$ cat src/rtl/toggle_line_pkg.sv
// Shared definitions for the toggle-coded serial line (receiver and future transmitter).
package toggle_line_pkg;

  typedef enum logic [2:0] {
    ARM,
    IDLE,
    DATA,
    PARITY,
    STOP
  } toggle_state_t;

  localparam logic TOGGLE_IDLE_BIT  = 1'b0;
  localparam logic TOGGLE_START_BIT = 1'b1;

endpackage

$ cat src/rtl/toggle_detect.sv
// Recovers the transmitter's t input from its q output: tog = line ^ line_d.
module toggle_detect (
  input  logic clk,
  input  logic reset,
  input  logic line,
  output logic tog
);

  logic line_d;

  // Delay the line by one edge so a level change shows up as a single-cycle toggle.
  always_ff @(posedge clk or negedge reset) begin
    if (!reset) line_d <= 1'b0;
    else        line_d <= line;
  end

  assign tog = line ^ line_d;

endmodule

$ cat src/rtl/toggle_line_rx.sv
// Toggle-coded line receiver: frames start / DATA_W data bits LSB-first /
// optional even parity / stop, and presents words on a valid/ready port.
// Define TOGGLE_RX_PARITY_EN to add the parity bit and a live parity_err.
module toggle_line_rx
  import toggle_line_pkg::*;
#(
  parameter int DATA_W = 8
) (
  input  logic              clk,
  input  logic              reset,
  input  logic              line,
  output logic [DATA_W-1:0] data,
  output logic              data_valid,
  input  logic              data_ready,
  output logic              frame_err,
  output logic              parity_err,
  output logic              overrun,
  output logic              busy
);

  localparam int CW = $clog2(DATA_W + 1);

  toggle_state_t     state, state_nxt;
  logic              tog;
  logic [CW-1:0]     cnt;
  logic [DATA_W-1:0] sh;
  logic [DATA_W:0]   sh_ext;
  logic              last_bit;
  logic              par_bad;

  toggle_detect u_det (
    .clk   (clk),
    .reset (reset),
    .line  (line),
    .tog   (tog)
  );

  assign last_bit = (cnt == CW'(DATA_W - 1));
  // New bit enters at the MSB; after DATA_W shifts bit 0 sits at the LSB.
  assign sh_ext   = {tog, sh};
  assign busy     = (state == DATA) || (state == PARITY) || (state == STOP);

  // State register; ARM gives line_d one edge to settle before toggles count.
  always_ff @(posedge clk or negedge reset) begin
    if (!reset) state <= ARM;
    else        state <= state_nxt;
  end

  // Next-state logic for the frame sequence.
  always_comb begin
    state_nxt = state;
    case (state)
      ARM:    state_nxt = IDLE;
      IDLE:   if (tog == TOGGLE_START_BIT) state_nxt = DATA;
      DATA:   if (last_bit) begin
`ifdef TOGGLE_RX_PARITY_EN
                state_nxt = PARITY;
`else
                state_nxt = STOP;
`endif
              end
      PARITY: state_nxt = STOP;
      STOP:   state_nxt = IDLE;
      default: state_nxt = ARM;
    endcase
  end

`ifdef TOGGLE_RX_PARITY_EN
  // Even parity check; mismatch is held until the stop bit decides the word.
  always_ff @(posedge clk or negedge reset) begin
    if (!reset) begin
      par_bad <= 1'b0;
    end else if (state == IDLE) begin
      par_bad <= 1'b0;
    end else if (state == PARITY) begin
      par_bad <= tog ^ (^sh);
    end
  end
`else
  assign par_bad    = 1'b0;
  assign parity_err = 1'b0;
`endif

  // Datapath: bit counter, shift register, output word and one-cycle pulses.
  always_ff @(posedge clk or negedge reset) begin
    if (!reset) begin
      cnt        <= '0;
      sh         <= '0;
      data       <= '0;
      data_valid <= 1'b0;
      frame_err  <= 1'b0;
      overrun    <= 1'b0;
`ifdef TOGGLE_RX_PARITY_EN
      parity_err <= 1'b0;
`endif
    end else begin
      frame_err <= 1'b0;
      overrun   <= 1'b0;
`ifdef TOGGLE_RX_PARITY_EN
      parity_err <= 1'b0;
`endif
      if (data_valid && data_ready) data_valid <= 1'b0;

      case (state)
        IDLE: if (tog == TOGGLE_START_BIT) cnt <= '0;
        DATA: begin
          sh <= sh_ext[DATA_W:1];
          if (!last_bit) cnt <= cnt + CW'(1);
        end
        STOP: begin
          if (tog != TOGGLE_IDLE_BIT) begin
            frame_err <= 1'b1;
          end else if (par_bad) begin
`ifdef TOGGLE_RX_PARITY_EN
            parity_err <= 1'b1;
`endif
          end else if (!data_valid || data_ready) begin
            // Old word (if any) is consumed on this same edge, so load over it.
            data       <= sh;
            data_valid <= 1'b1;
          end else begin
            overrun <= 1'b1;
          end
        end
        default: ;
      endcase
    end
  end

endmodule

$ cat config.mk
export PLATFORM = sky130hd
export DESIGN_NAME = toggle_line_rx
export DESIGN_NICKNAME = d
export VERILOG_FILES = /design/src/rtl/toggle_line_pkg.sv /design/src/rtl/toggle_detect.sv /design/src/rtl/toggle_line_rx.sv
export SDC_FILE = /design/constraint.sdc
export NUM_CORES = 1
export LEC_CHECK = 0
export CORE_AREA = 2 2 53 55
export CTS_CLUSTER_SIZE = 14
export DETAILED_ROUTE_END_ITERATION = 12
export DIE_AREA = 0 0 55 57
export PLACE_DENSITY = 0.69
export REMOVE_ABC_BUFFERS = 1
export SYNTH_ARGS = -nofsm -noshare
export SYNTH_HDL_FRONTEND = slang
export SYNTH_SLANG_ARGS = --single-unit
$ cat constraint.sdc
create_clock -name clk -period 1.35 [get_ports clk]
set_input_delay 0.27 -clock clk [delete_from_list [all_inputs] [get_ports clk]]
set_output_delay 0.27 -clock clk [all_outputs]
set_load 0.01 [all_outputs]
==> metrics, run 1 <==
status=complete, but fails checks; failing checks=setup timing; clk_lat worst skew=0.34 ns; n_diodes=0; clk root buf=clkbuf_4; Max Cap Violations=0; Iteration-0 DRC Markers=3; port buffer count=15; CTS tree=yes; Via density=4.99; critical path type=reg2reg; post-synthesis register bit count=27; class of the worst hold path=in2async; DRC=0; final net count=approximately 130; sequential fraction of the synthesis area=60.9%; detailed-route wire length per cell=13.6 µm; clk sink count=27; worst setup margin=-0.193 ns; I/O Pins=17; DIE WIDTH=55 µm; first-pass GRT wire length=3.75 mm; total number of H-tree levels=1; Starting Density=around 42%; drt first pass iters=4; WP buf/inv=1; CP Max Fanout=4; CTS Hold Bufs=0; placed cells=roughly 140; Worst-path clk slew=0.16 ns; Lkg Pwr=0.783 nW; initial antenna violation count=0; pwr dens=1970 nW/µm²; dpl hpwl=1.35 mm; core area=2620 µm²; remaining antenna violation count after routing=0; die height=57 µm; cell row count=19; Worst VDD drop=0.00141 V; Yosys warnings=0; gr usage total=16.5%; vias in the first global route=806; final setup skew=0.00993 ns; RD Place Congestion=0.750; CP max stage cell=dfrtp_1; Fmax=648 MHz; reg2reg path depth=4; Worst R2R Setup Slack=-0.19 ns; crit-path cells=buf_6 -> or3b_4 -> or2_4 -> a32o_1; CP required=1.59 ns; Layout area overhead=40.6%; final number of setup-violating endpoints=21; Longest Clk Path Bufs=2; Post-Synthesis Cells=82; CP startpoint kind=register; RSZ-0062 raised after global routing=yes; share of post-route cells with drive strength above 1=45.5%; nature of the critical path endpoint=register; GR Overflow Total=0; Num CTS Buffers=3; Post-Syn Area=1110 µm²; slowest stage delay, CP=0.43 ns; DIE AREA=around 3100 µm²; Worst EP arrival=1.79 ns; number of fill cells=around 220; largest net degree at the start of global routing=28; Stages on worst setup path=4; fin crit share=114%; Yosys cell types=27; most frequent cells in the layout=dfrtp_1 (27), buf_4 (15), mux2_2 (12); via count=759; Avg Cell Area, Syn=13.5 µm²; cell family with most CP delay=simple AND/OR/NAND/NOR gates; Final Hold Vio Count=0; commonest non-fill, non-tap cell in the layout=dfrtp_1; Hold WS=0.257 ns; final max-slew violation count=0; final WL=2.06 mm; Tmin final=1.54 ns; fin cells=152
-- cell usage after synthesis --
cell type  number  area share, %
a21oi_1         1           0.45
a31o_2          1           0.79
a32o_1          1           0.90
and3b_1         1           0.79
buf_2           1           0.45
buf_4           1           0.68
conb_1          1           0.34
dfrtp_1        27             61
ha_1            1            1.1
mux2_2         15             15
mux2i_1         1           0.90
nand2_1         6            2.0
nand2b_1        4            2.3
nand3_1         1           0.45
nand3_2         1           0.90
nor2_1          6            2.0
nor3b_1         1           0.68
nor3b_2         1            1.1
nor4b_1         1           0.79
o21ai_0         2           0.90
o22ai_1         1           0.56
o32ai_1         1           0.79
or2_1           1           0.56
or2_2           1           0.56
or3b_1          2            1.6
xnor2_2         1            1.5
xor2_1          1           0.79
-- stage by stage --
step | utilization (%) | area (µm²) | power (mW) | setup TNS [ns] | worst slack (ns)
2_1_floorplan | - | 1100 | 1.84 | -0.123 | -0.0317
5_1_grt | 59.7 | 1560 | 3.28 | -3.28 | -0.221
6_report | 59.7 | 1560 | 3.07 | -2.43 | -0.193
3_5_place_dp | 54.0 | 1410 | 2.45 | -3.96 | -0.342
4_1_cts | 58.2 | 1520 | 2.96 | -2.29 | -0.203
3_3_place_gp | 54.0 | 1410 | 2.41 | -3.41 | -0.295
-- flip-flops by register name (all words and copies together), names as in the netlist --
name          flops
cnt               4
data              8
data_valid        1
frame_err         1
overrun           1
sh                8
state             3
u_det.line_d      1
-- logic make-up after synthesis --
family,count (synthesis),share of synthesized area (%)
flops,27,60.9
simple gates,26,13.8
mux,16,16.1
compound gates,7,4.40
xor+xnor,2,2.26
buf+inv,2,1.13
fa+ha+maj,1,1.13
other cells,1,0.338
-- report_power, final --
| part | switching [mW] | leakage [nW] | internal (mW) |
|---|---|---|---|
| Combinational | 0.540 | 0.414 | 0.865 |
| Clock | 0.263 | 0.0183 | 0.121 |
| Sequential | 0.184 | 0.350 | 1.10 |
| Total | 0.987 | 0.783 | 2.08 |
-- layout make-up --
cell class | instances | area (µm²) | share of cell area [%]
sequential | 27 | 676 | 43.3
multi-input combinational | 53 | 479 | 30.7
timing repair buffer | 37 | 335 | 21.5
tap | 31 | 38.8 | 2.49
clock buffer | 3 | 22.5 | 1.44
clock inverter | 1 | 8.76 | 0.561
-- worst paths after layout --
path	from	end
max reg2reg	state[2]	cnt[2]
min in group clk	line	u_det.line_d
min reg2reg	data[7]	data[7]
min	reset	data[2]
max	state[2]	cnt[2]
max in group asynchronous	reset	cnt[0]
-- what timing repair did --
item / 4_1_cts / 5_1_grt
pin swaps: 4 / 8
buffers inserted: 6 / 2
resized for setup: 28 / 11
setup endpoints to repair: 32 / 26
-- layer usage --
| layer | GRT usage, % | vias up | wire length (µm) |
|---|---|---|---|
| li1 | - | 367 | - |
| met3 | 1.57 | 4 | 44 |
| met2 | 24.7 | 12 | 972 |
| met5 | 0 | - | 0 |
| met4 | 8.36 | 0 | 52 |
| met1 | 23.9 | 376 | 992 |
Note: power is estimated with default switching activity, not from simulation.
==> inputs of run 2 (changes only) <==
--- a/config.mk
+++ b/config.mk
@@ -9,6 +9,7 @@
 export CTS_CLUSTER_SIZE = 14
 export DETAILED_ROUTE_END_ITERATION = 12
 export DIE_AREA = 0 0 55 57
+export GPL_ROUTABILITY_DRIVEN = 0
 export PLACE_DENSITY = 0.69
 export REMOVE_ABC_BUFFERS = 1
 export SYNTH_ARGS = -nofsm -noshare
==> results of run 2 <==
Same layout as run 1: the final DEF is identical, and so are final timing and power.
